===== src/rtl/sys_pio_out_ext_if.sv =====
// Avalon-MM slave bus bundle for sys_pio_out_ext: word address, select, active-low write, 32-bit data.
interface sys_pio_out_ext_if;
  logic [2:0]  address;
  logic        chipselect;
  logic        write_n;
  logic [31:0] writedata;
  logic [31:0] readdata;

  modport master (output address, chipselect, write_n, writedata, input readdata);
  modport slave  (input address, chipselect, write_n, writedata, output readdata);
endinterface


===== src/rtl/sys_pio_out_ext.sv =====
// Parametrised output PIO with set/clear/toggle and an optional one-shot pulse engine.
// Pulse engine (PULSE_WIDTH/PULSE_MASK/PULSE/EVENT regs, irq) is built only with SYS_PIO_OUT_PULSE_EN.
module sys_pio_out_ext #(
  parameter int                    DATA_WIDTH    = 32,
  parameter logic [DATA_WIDTH-1:0] RESET_VALUE   = '0,
  parameter int                    PULSE_W       = 16,
  parameter logic [PULSE_W-1:0]    PULSE_DEFAULT = PULSE_W'(1)
) (
  input  logic                  clk,
  input  logic                  reset_n,
  sys_pio_out_ext_if.slave      bus,
  output logic [DATA_WIDTH-1:0] out_port,
  output logic                  irq
);

  localparam logic [2:0] A_DATA   = 3'd0;
  localparam logic [2:0] A_WIDTH  = 3'd1;
  localparam logic [2:0] A_MASK   = 3'd2;
  localparam logic [2:0] A_TOGGLE = 3'd3;
  localparam logic [2:0] A_SET    = 3'd4;
  localparam logic [2:0] A_CLEAR  = 3'd5;
  localparam logic [2:0] A_PULSE  = 3'd6;
  localparam logic [2:0] A_EVENT  = 3'd7;

  logic                  w_wr;
  logic [DATA_WIDTH-1:0] w_wd;
  logic [DATA_WIDTH-1:0] r_data;
  logic [DATA_WIDTH-1:0] w_data_wr;
  logic [DATA_WIDTH-1:0] w_data_nxt;
  logic [31:0]           w_rd;
  logic                  w_unused;

  assign w_wr     = bus.chipselect && !bus.write_n;
  assign w_wd     = bus.writedata[DATA_WIDTH-1:0];
  assign w_unused = ^bus.writedata;
  assign out_port = r_data;
  assign bus.readdata = w_rd;

  // Plain register-write effect on the data word, before any pulse expiry.
  always_comb begin
    w_data_wr = r_data;
    if (w_wr) begin
      case (bus.address)
        A_DATA:   w_data_wr = w_wd;
        A_TOGGLE: w_data_wr = r_data ^ w_wd;
        A_SET:    w_data_wr = r_data | w_wd;
        A_CLEAR:  w_data_wr = r_data & ~w_wd;
        default:  w_data_wr = r_data;
      endcase
    end
  end

  always_ff @(posedge clk or negedge reset_n) begin
    if (!reset_n) r_data <= RESET_VALUE;
    else          r_data <= w_data_nxt;
  end

`ifdef SYS_PIO_OUT_PULSE_EN
  typedef enum logic {S_IDLE, S_ACTIVE} state_t;

  state_t                r_state, w_state_nxt;
  logic [PULSE_W-1:0]    r_width, w_width_nxt;
  logic [PULSE_W-1:0]    r_cnt, w_cnt_nxt;
  logic [PULSE_W-1:0]    w_reload_val;
  logic [DATA_WIDTH-1:0] r_mask, w_mask_nxt;
  logic                  r_done, w_done_nxt;
  logic                  w_reload;

  // A programmed width of 0 behaves as 1 cycle.
  assign w_reload_val = (r_width == '0) ? '0 : r_width - PULSE_W'(1);
  assign irq          = r_done;

  always_ff @(posedge clk or negedge reset_n) begin
    if (!reset_n) begin
      r_state <= S_IDLE;
      r_width <= PULSE_DEFAULT;
      r_cnt   <= '0;
      r_mask  <= '0;
      r_done  <= 1'b0;
    end else begin
      r_state <= w_state_nxt;
      r_width <= w_width_nxt;
      r_cnt   <= w_cnt_nxt;
      r_mask  <= w_mask_nxt;
      r_done  <= w_done_nxt;
    end
  end

  always_comb begin
    w_data_nxt  = w_data_wr;
    w_mask_nxt  = r_mask;
    w_width_nxt = r_width;
    w_cnt_nxt   = r_cnt;
    w_done_nxt  = r_done;
    w_state_nxt = r_state;
    w_reload    = 1'b0;
    if (w_wr) begin
      case (bus.address)
        A_DATA:  w_mask_nxt = '0;
        A_WIDTH: w_width_nxt = bus.writedata[PULSE_W-1:0];
        A_TOGGLE, A_SET, A_CLEAR: w_mask_nxt = r_mask & ~w_wd;
        A_PULSE: begin
          if (w_wd != '0) begin
            w_data_nxt = w_data_wr | w_wd;
            w_mask_nxt = r_mask | w_wd;
            w_reload   = 1'b1;
          end
        end
        A_EVENT: w_done_nxt = 1'b0;
        default: ;
      endcase
    end
    // A reload on the expiry edge wins; otherwise expiry clears whatever mask survived the write.
    case (r_state)
      S_IDLE: begin
        if (w_reload) begin
          w_cnt_nxt   = w_reload_val;
          w_state_nxt = S_ACTIVE;
        end
      end
      S_ACTIVE: begin
        if (w_reload) begin
          w_cnt_nxt = w_reload_val;
        end else if (r_cnt == '0) begin
          w_data_nxt  = w_data_nxt & ~w_mask_nxt;
          if (w_mask_nxt != '0) w_done_nxt = 1'b1;
          w_mask_nxt  = '0;
          w_state_nxt = S_IDLE;
        end else if (w_mask_nxt == '0) begin
          w_cnt_nxt   = '0;
          w_state_nxt = S_IDLE;
        end else begin
          w_cnt_nxt = r_cnt - PULSE_W'(1);
        end
      end
      default: w_state_nxt = S_IDLE;
    endcase
  end

  always_comb begin
    w_rd = '0;
    case (bus.address)
      A_DATA:  w_rd[DATA_WIDTH-1:0] = r_data;
      A_WIDTH: w_rd[PULSE_W-1:0]    = r_width;
      A_MASK:  w_rd[DATA_WIDTH-1:0] = r_mask;
      A_EVENT: w_rd[0]              = r_done;
      default: w_rd = '0;
    endcase
  end
`else
  assign w_data_nxt = w_data_wr;
  assign irq        = 1'b0;

  always_comb begin
    w_rd = '0;
    if (bus.address == A_DATA) w_rd[DATA_WIDTH-1:0] = r_data;
  end
`endif

endmodule


===== src/flat_wrapper.sv =====
// flat-port wrapper written by rule: the top's interface ports become plain ports
module sys_pio_out_ext_flat 
#(
  parameter int                    DATA_WIDTH    = 32,
  parameter logic [DATA_WIDTH-1:0] RESET_VALUE   = '0,
  parameter int                    PULSE_W       = 16,
  parameter logic [PULSE_W-1:0]    PULSE_DEFAULT = PULSE_W'(1)
)
  (clk, reset_n, out_port, irq, bus_address, bus_chipselect, bus_write_n, bus_writedata, bus_readdata);
  sys_pio_out_ext_if bus_i ();
  input  logic clk;
  input  logic reset_n;
  output logic [DATA_WIDTH-1:0] out_port;
  output logic irq;
  input wire logic [$bits(bus_i.address)-1:0] bus_address;
  input wire logic [$bits(bus_i.chipselect)-1:0] bus_chipselect;
  input wire logic [$bits(bus_i.write_n)-1:0] bus_write_n;
  input wire logic [$bits(bus_i.writedata)-1:0] bus_writedata;
  output wire logic [$bits(bus_i.readdata)-1:0] bus_readdata;
  assign bus_i.address = bus_address;
  assign bus_i.chipselect = bus_chipselect;
  assign bus_i.write_n = bus_write_n;
  assign bus_i.writedata = bus_writedata;
  assign bus_readdata = bus_i.readdata;
  sys_pio_out_ext #(.DATA_WIDTH(DATA_WIDTH), .RESET_VALUE(RESET_VALUE), .PULSE_W(PULSE_W), .PULSE_DEFAULT(PULSE_DEFAULT)) u_core (.clk(clk), .reset_n(reset_n), .bus(bus_i), .out_port(out_port), .irq(irq));
endmodule

===== config.mk =====
export PLATFORM = sky130hd
export DESIGN_NAME = sys_pio_out_ext_flat
export DESIGN_NICKNAME = d
export VERILOG_FILES = /design/src/rtl/sys_pio_out_ext_if.sv /design/src/rtl/sys_pio_out_ext.sv /design/src/flat_wrapper.sv
export SDC_FILE = /design/constraint.sdc
export NUM_CORES = 1
export LEC_CHECK = 0
export ABC_AREA = 1
export BUFFER_PORTS_ARGS = -buffer_cell sky130_fd_sc_hd__buf_2
export CORE_MARGIN = 1.5
export CORE_UTILIZATION = 55
export DETAILED_ROUTE_END_ITERATION = 10
export PLACE_DENSITY = 0.9
export SLEW_MARGIN = 10
export SYNTH_ARGS = -nofsm -noshare
export SYNTH_HDL_FRONTEND = slang
export SYNTH_SLANG_ARGS = --single-unit
export TNS_END_PERCENT = 50

===== constraint.sdc =====
create_clock -name clk -period 1.4 [get_ports clk]
set_clock_uncertainty 0.15 [all_clocks]
set_input_delay 0.07 -clock clk [delete_from_list [all_inputs] [get_ports clk]]
set_output_delay 0.07 -clock clk [all_outputs]
set_load 0.02 [all_outputs]

==> reports/summary.txt, run 1 <==
Outcome = finished, violations left
Violated checks = negative hold slack, negative setup slack
Distinct cells, synth = 19
Core ar. = 6830 um2
Post-route ant nets = 0
Port Buffers = 102
WP data required = 1180 ps
Period utilization = 100%
Final hold vios = 1
Synth Area per Inst = 6.23 um2
Area of the multi-input gates = 2670 um2
Final Wtd Congestion = 0.875
Pint = 0.00274 W
DR iter-0 viols = 301
Sequential group share of total power = 28.1%
Switching power = 0.00218 W
Wire per inst = 14.6 um
Worst hold slack = -4.36 ps
Yosys synthesis warning count = 0
Maximum fanout along the worst path = 4
Tot Pwr = 0.00492 W
Clock buffer depth = 2
P_leak = 3.26 nW
Share of the synthesized area in the top cell type = 20.4%
First-pass GRT wire length = 18300 um
DR vias/cell = 5.38
Share of layout cells above drive strength 1 = 30.9%
Final wirelength = 12600 um
Rows = 30
Critical Path Start Type = register
CTS sink cnt = 32
Utilization after layout = 79.0%
Final Setup Violations = 2
Slowest-stage cell, CP = dfrtp_1
Cell family with most CP delay = flip-flops
Vias = 4644
Chip Height = 87.4 um
Final worst path period need = 1410 ps
Mapped Cells = 629
Largest net degree at the start of global routing = 33
Fill count = 463
Root Driver = clkbuf_8
Area leader, netlist = dfrtp_1
Endpoint type of the worst setup path = primary output
Num CTS Buffers = 5
Drt drc = 0
Fin area = 5390 um2
Initial antenna violation count = 0
Pwr dens = 913 nW/um2
Slew Limit Fails = 0
Worst-Skew Late Latency = 300 ps
PnR worst setup slack = -6.09 ps
Most used cell, CP = buf_4
Depth of the CTS H-tree = 2
Arr. time, crit path = 1190 ps
Clock network fraction of total power = 19.0%
Nets = 870
Count of maximum capacitance violations = 0
DIE WIDTH = 87.4 um
RSZ-0062 raised after global routing = true
Combinational Power Share = 52.9%
Reg2Reg Depth = 8
Post-synthesis sequential element count = 32
Crit path buf inv count = 3
Worst path depth = 4
Fin cells = 864
Layout area overhead = 37.7%
Placed Area = 4610 um2
HP Class = input pin to register
Mapped Nets = 732
Initial Util = 57.3%
Max Freq = 711 MHz
GR Overflow Total = 0
Total track usage = 30.2%
First-pass detailed-route iteration total = 5
Worst path cell trace = inv_2 > buf_4 > nor2_1 > buf_4
Placed cells = 821
Die ar. = 7640 um2
Switching portion of total power = 44.3%
Max reg flops = 32
Ranking of synthesized cells by area = dfrtp_1, ha_1, nand2_1, inv_1, nand4_1
Hold Path Stages = 5
CP Class = register to primary output
Sequential fraction of the synthesis area = 20.4%
HPWL Detailed = 7890 um
Syn Std Cell Area = 3920 um2
Number of diodes = 0
I/O pin count = 104
Maximum vdd drop = 0.731 mV
Vias in the first global route = 4088
Clock slew at reported path FFs = 80 ps
Slowest stage delay, CP = 430 ps
CTS tree = built
Storage cell area = 805 um2
-- kinds of logic (layout without fill, tap and decap cells) --
family | count (synthesis) | in the layout | synth area share [%]
buffers and inverters | 172 | 311 | 18.7
other | 1 | 1 | 0.0958
and+or+nand+nor | 360 | 360 | 40.3
DFF | 32 | 32 | 20.4
adders and majority gates | 64 | 64 | 20.4
-- per-stage QoR --
stage               TNS, ps  setup slack (ps)  hold WS, ps
floorplan             -21.0             -7.77         -376
global route           -850             -81.2         35.0
CTS                       0              5.91        0.102
global placement          0              69.8         -107
finish                -11.5             -6.09        -4.36
detailed placement        0              14.9         -104
-- cell usage in the layout (no fill, tap or decap), types with 2 or more instances in the layout --
cell,Yosys,final
buf_12,0,3
buf_2,18,87
buf_4,10,51
buf_6,3,4
clkbuf_8,0,5
dfrtp_1,32,29
dfrtp_2,0,3
dlygate4sd3_1,0,22
dlymetal6s4s_1,0,4
ha_1,64,43
ha_4,0,20
inv_1,129,85
inv_2,1,45
inv_4,2,2
nand2_1,162,161
nand2_2,1,2
nand3_1,32,29
nand3_2,2,5
nand4_1,64,64
nor2_1,97,91
nor2_2,0,6
-- area by class of cell --
type	count	area share [%]
Clock buffer	6	1.35
Clock inverter	2	0.650
Inverter	132	9.28
Multi-Input combinational cell	425	49.5
Sequential cell	32	14.9
Tap cell	96	2.23
Timing Repair Buffer	171	22.1
-- cell usage after synthesis (all sizes together) --
cell	n
nand2	163
inv	132
nor2	98
ha	64
nand4	64
nand3	34
buf	33
dfrtp	32
clkbuf	7
conb	1
nand3b	1
-- per-layer routing --
metal | vias to the layer above | part of all wire (%) | GRT usage, %
met5 | - | 0 | 0
met4 | 0 | 2.5 | 9.52
met3 | 36 | 8.0 | 3.89
met2 | 251 | 51 | 56.1
met1 | 2154 | 39 | 35.6
li1 | 2203 | - | -
-- repair_timing --
item                                    4_1_cts  5_1_grt
hold endpoints to repair                     57        0
setup buffers                                 0       18
gates resized for setup                       0       97
endpoints found under the setup margin        0       36
hold buffers                                 26        0
-- worst register-to-register path: cells and delay by family, from the launching register on --
family        cells  cell delay [ps]
flops             1              410
buf+inv           1               80
fa+ha+maj         1              220
simple gates      6              420
-- final timing paths --
check | start | end | slack, ps
max | u_core.out_port[13]$_DFFE_PN0P_ | bus_readdata[13] | -6
min | bus_writedata[1] | u_core.out_port[1]$_DFFE_PN0P_ | -4
max reg2reg | u_core.out_port[2]$_DFFE_PN0P_ | u_core.out_port[2]$_DFFE_PN0P_ | 10
min reg2reg | u_core.out_port[5]$_DFFE_PN0P_ | u_core.out_port[5]$_DFFE_PN0P_ | 400
max in group asynchronous | reset_n | u_core.out_port[8]$_DFFE_PN0P_ | 780
min in group asynchronous | reset_n | u_core.out_port[29]$_DFFE_PN0P_ | 100
-- power groups by stage --
stage | sequential (W) | combinational, W | clock (W)
6_report | 0.00138 | 0.00260 | 0.000934
3_5_place_dp | 0.00137 | 0.00207 | 0
2_1_floorplan | 0.00162 | 0.00108 | 0
3_3_place_gp | 0.00134 | 0.00196 | 0
4_1_cts | 0.00135 | 0.00214 | 0.000935
5_1_grt | 0.00141 | 0.00290 | 0.000955
Note: power is estimated with default switching activity, not from simulation.
==> run 2: changes to the inputs <==
clock period = 1.7 ns   (was 1.4 ns; I/O delays follow)
==> run 2 against run 1 <==
  * Non-clock buffer count shrank 45
  * Global-route usage shrank 0.13 points
  * Cell count shrank 5.3%
  * Wire length shrank 11%
  * The run ends with negative hold slack left
  * Sequential power shrank 18%
  * Worst setup slack gained 240 ps
  * Critical path type is now input pin to register
  * Largest cell class unchanged
  * Die area is the same
  * Total power shrank 32%
  * Largest power group unchanged
  * Sequential share of layout area grew 2.6 points
==> reports/summary.txt, run 2 (synthesis results as in run 1) <==
Worst-margin pin slew = 765 ps
Chip Height = 87.4 um
DIE WIDTH = 87.4 um
WP data required = 1740 ps
Arr. time, crit path = 1510 ps
Clock buffer depth = 2
Depth of the CTS H-tree = 2
Initial antenna violation count = 0
Clock slew at reported path FFs = 70 ps
Violated checks = negative hold slack
Slew Limit Fails = 0
CTS sink cnt = 32
Share of layout cells above drive strength 1 = 18.8%
Pwr dens = 733 nW/um2
P_leak = 3.01 nW
Worst-Skew Late Latency = 290 ps
Endpoint type of the worst setup path = register
GR Overflow Total = 0
Die ar. = 7640 um2
Setup TNS Final = 0 ps
Outcome = finished, violations left
Vias in the first global route = 4211
Rows = 30
HP Class = input pin to register
Max Freq = 683 MHz
R2R Path Start = u_core.out_port[24]$_DFFE_PN0P_
HPWL Detailed = 7940 um
Num CTS Buffers = 5
Final Setup Violations = 0
Fill count = 609
CP startpoint = bus_writedata[24]
Critical Path Start Type = input pin
CP Class = input pin to register
Drt drc = 0
Nets = 825
Initial Util = 57.3%
Vias = 4399
Worst hold slack = -3.95 ps
Wire per inst = 13.7 um
Final worst path period need = 1470 ps
Most common cell after layout, fill and taps aside = nand2_1
# Post-CTS Setup Buffers = 0
Layout area overhead = 16.9%
Root Driver = clkbuf_8
Total track usage = 30.0%
Period utilization = 86.2%
Count of maximum capacitance violations = 0
Largest net degree at the start of global routing = 33
I/O pin count = 104
Final wirelength = 11200 um
Final Wtd Congestion = 0.850
CTS tree = built
Maximum vdd drop = 0.427 mV
Port Buffers = 102
Maximum fanout along the worst path = 2
Post-route ant nets = 0
Core ar. = 6830 um2
Max reg flops = 32
Hold path startpoint = bus_writedata[25]
Number of diodes = 0
Most frequent cells in the layout = nand2_1, inv_1, buf_2
Final hold vios = 1
DR iter-0 viols = 376
Max-slew headroom = 49.0%
First-pass GRT wire length = 18300 um
DR vias/cell = 5.38
First-pass detailed-route iteration total = 5
RSZ-0062 raised after global routing = false
## run 2: cell count changes in the layout (fill, tap and decap cells not counted), moves of 4 or more
cell,delta
ha_1,+21
buf_4,-30
nor2_1,+6
nor2_2,-6
inv_2,-44
buf_2,+15
dlymetal6s4s_1,-4
inv_1,+44
ha_4,-20
buf_6,-4
dlygate4sd3_1,-19
## run 2: report_power, final
part / switching [W] / leakage (nW) / internal [W]
logic: 0.00107 / 2.57 / 0.000575
clock network: 0.000303 / 0.0410 / 0.000279
registers: 0.000195 / 0.405 / 0.000938
## run 2: cell type report
class	instances	area [um2]	share of cell area (%)
clock buffer	6	72.6	1.58
clock inverter	1	5.00	0.109
inverter	132	500	10.9
multi-input combinational	425	2380	52.0
sequential	32	801	17.5
tap	96	120	2.62
timing repair buffer	126	698	15.2
## run 2: per-stage QoR
step           cell area (um2)  setup slack, ps  total power, W  utilization, %  cells
2_1_floorplan             3920              290         0.00223               -    629
5_1_grt                   4580              143         0.00364            67.0    818
6_report                  4580              235         0.00336            67.0    818
3_3_place_gp              4470              329         0.00266            65.5    808
4_1_cts                   4580              244         0.00335            67.0    818
3_5_place_dp              4470              206         0.00277            65.5    808
## run 2: final timing paths
path	end	slack (ps)	cells after the start
max in group asynchronous	u_core.out_port[13]$_DFFE_PN0P_	650	2
setup / recovery	u_core.out_port[24]$_DFFE_PN0P_	230	10
hold / removal	u_core.out_port[25]$_DFFE_PN0P_	-4	5
hold reg to reg	u_core.out_port[3]$_DFFE_PN0P_	380	2
setup reg to reg	u_core.out_port[24]$_DFFE_PN0P_	240	8
min in group asynchronous	u_core.out_port[19]$_DFFE_PN0P_	240	2
## run 2: worst max-delay path, cell delays in order
cell           delay, ps
dlygate4sd3_1        520
buf_2                120
inv_1                 50
ha_1                 300
nand4_1              100
nand2_1               70
nor2_1               100
nand2_1               60
nand2_1               50
nand2_1               50
## run 2: repair_timing
| item | in CTS | in global routing |
|---|---|---|
| endpoints found under the hold margin | 34 | 0 |
| hold buffers | 3 | 0 |
| resized for setup | 0 | 0 |
## run 2: metal layers
| metal | global-route usage [%] | part of all wire, % | up-vias |
|---|---|---|---|
| met5 | 0 | 0 | - |
| met2 | 52.2 | 49 | 241 |
| met1 | 35.8 | 39 | 2012 |
| met4 | 13.7 | 3.1 | 0 |
| met3 | 5.40 | 8.4 | 41 |
| li1 | - | - | 2105 |
==> run 3: changes to the inputs <==
HOLD_SLACK_MARGIN = 0.02   (was unset)
==> run 3 against run 2 <==
  * The flow now finishes without violations
  * Clock power about the same
  * Final area increased by 3.9%
  * Maximum frequency shrank 3.0%
  * Sequential share of layout area is 0.66 points lower
  * Global-route usage up 0.58 points
  * Critical path type unchanged
  * Largest power group unchanged
==> reports/summary.txt, run 3 (synthesis results as in run 1) <==
Slowest-stage cell, CP = dlygate4sd3_1
Endpoint type of the worst setup path = register
DR vias/cell = 5.37
Die ar. = 7640 um2
Place WS = 206 ps
Most used cell, CP = nand2_1
Initial antenna violation count = 0
GR Overflow Total = 0
Fin cells = 836
Clock network fraction of total power = 17.1%
RR Endpoint = u_core.out_port[24]$_DFFE_PN0P_
Nets = 843
Outcome = complete, no violations
Reg2Reg Depth = 8
Initial Util = 57.3%
Total track usage = 30.6%
P_leak = 3.09 nW
CP Class = input pin to register
Wire per inst = 13.7 um
Largest net degree at the start of global routing = 33
Final wirelength = 11500 um
Final worst path period need = 1510 ps
DR iter-0 viols = 379
Critical Path Start Type = input pin
Slew Limit Fails = 0
Clock buffer depth = 2
Max reg flops = 32
Number of diodes = 0
WP data required = 1740 ps
Pint = 0.00182 W
CTS tree = built
First-pass GRT wire length = 18600 um
Worst-margin pin slew = 760 ps
CTS resizes = 0
Area of the multi-input gates = 2380 um2
Share of layout cells above drive strength 1 = 18.4%
Root Driver = clkbuf_8
Final Wtd Congestion = 0.850
Arr. time, crit path = 1550 ps
Pwr dens = 714 nW/um2
Max Freq = 662 MHz
First-pass detailed-route iteration total = 6
Count of maximum capacitance violations = 0
Num CTS Buffers = 5
Clock slew at reported path FFs = 70 ps
Chip Height = 87.4 um
CTS sink cnt = 32
Fill count = 580
Setup TNS Final = 0 ps
Maximum fanout along the worst path = 2
Final hold vios = 0
Final Setup Violations = 0
Vias = 4490
Post-route ant nets = 0
Vias in the first global route = 4301
Combinational Power Share = 49.4%
Flop2flop setup slack = 230 ps
Port Buffers = 102
Maximum vdd drop = 0.427 mV
HPWL Detailed = 7940 um
Sequential group share of total power = 33.4%
CP startpoint = bus_writedata[23]
PnR worst setup slack = 190 ps
Worst-Skew Late Latency = 290 ps
Core ar. = 6830 um2
Worst path cell trace = dlygate4sd3_1 > buf_2 > inv_1 > ha_1 > nand4_1 > nand2_1 > nor2_1 > nand2_1 > nand2_1 > nand2_1
Placed Area = 4470 um2
Layout area overhead = 21.5%
Storage cell area = 801 um2
Switching portion of total power = 46.4%
Placed cells = 808
R2R Path Start = u_core.out_port[24]$_DFFE_PN0P_
Switching power = 0.00158 W
I/O pin count = 104
Utilization after layout = 69.7%
Most common cell after layout, fill and taps aside = nand2_1
CP Capture Point = u_core.out_port[23]$_DFFE_PN0P_
Depth of the CTS H-tree = 2
HP Class = input pin to register
Slowest stage delay, CP = 540 ps
Fin area = 4760 um2
Most frequent cells in the layout = nand2_1, inv_1, buf_2
RSZ-0062 raised after global routing = false
Drt drc = 0
Period utilization = 88.8%
DIE WIDTH = 87.4 um
Max-slew headroom = 49.3%
Rows = 30
==> run 3: worst min-delay path by stage <==
stage / start / depth (start not counted) / end / slack, ps
after global routing: bus_writedata[30] / 5 / u_core.out_port[30]$_DFFE_PN0P_ / 30
after CTS: bus_writedata[16] / 5 / u_core.out_port[16]$_DFFE_PN0P_ / 20
after global placement: reset_n / 1 / u_core.out_port[17]$_DFFE_PN0P_ / 50
after detailed placement: reset_n / 1 / u_core.out_port[19]$_DFFE_PN0P_ / 50
final: bus_writedata[16] / 5 / u_core.out_port[16]$_DFFE_PN0P_ / 10
after floorplan: reset_n / 0 / u_core.out_port[0]$_DFFE_PN0P_ / -360
==> run 3: timing repair <==
| item | CTS | global route |
|---|---|---|
| setup buffers | 0 | 0 |
| hold buffers | 21 | 0 |
| hold endpoints to repair | 52 | 0 |
==> run 3: per-layer routing <==
metal,vias up,GRT usage (%),share of wire [%]
met2,259,53.7,50
met1,2047,36.2,38
met3,42,5.50,8.9
met4,0,13.6,3.2
li1,2142,-,-
met5,-,0,0
==> run 3: cell type report <==
class                   instances  share of cell area (%)
multi-input cells             425                    50.1
repair buffers                144                    18.5
inverters                     132                    10.5
clock buffers                   6                    1.52
well taps                      96                    2.52
flip-flops and latches         32                    16.8
clock inverters                 1                   0.105
==> run 3: worst max-delay path: cells and delay by family <==
family,cells,cell delay (ps)
buf+inv,3,720
simple gates,6,460
fa+ha+maj,1,290
==> run 3: power groups by stage <==
stage | Combinational, W | Clock [W] | Sequential, W
after floorplan | 0.000893 | 0 | 0.00133
after global placement | 0.00153 | 0 | 0.00112
after detailed placement | 0.00163 | 0 | 0.00114
after CTS | 0.00168 | 0.000580 | 0.00113
after global routing | 0.00189 | 0.000620 | 0.00116
final | 0.00168 | 0.000582 | 0.00113
==> run 3: through the flow <==
stage                     power [W]  hold WS [ps]
after floorplan             0.00223          -361
after global placement      0.00266          47.4
final                       0.00340          12.7
after CTS                   0.00338          20.4
after global routing        0.00368          29.8
after detailed placement    0.00277          51.6
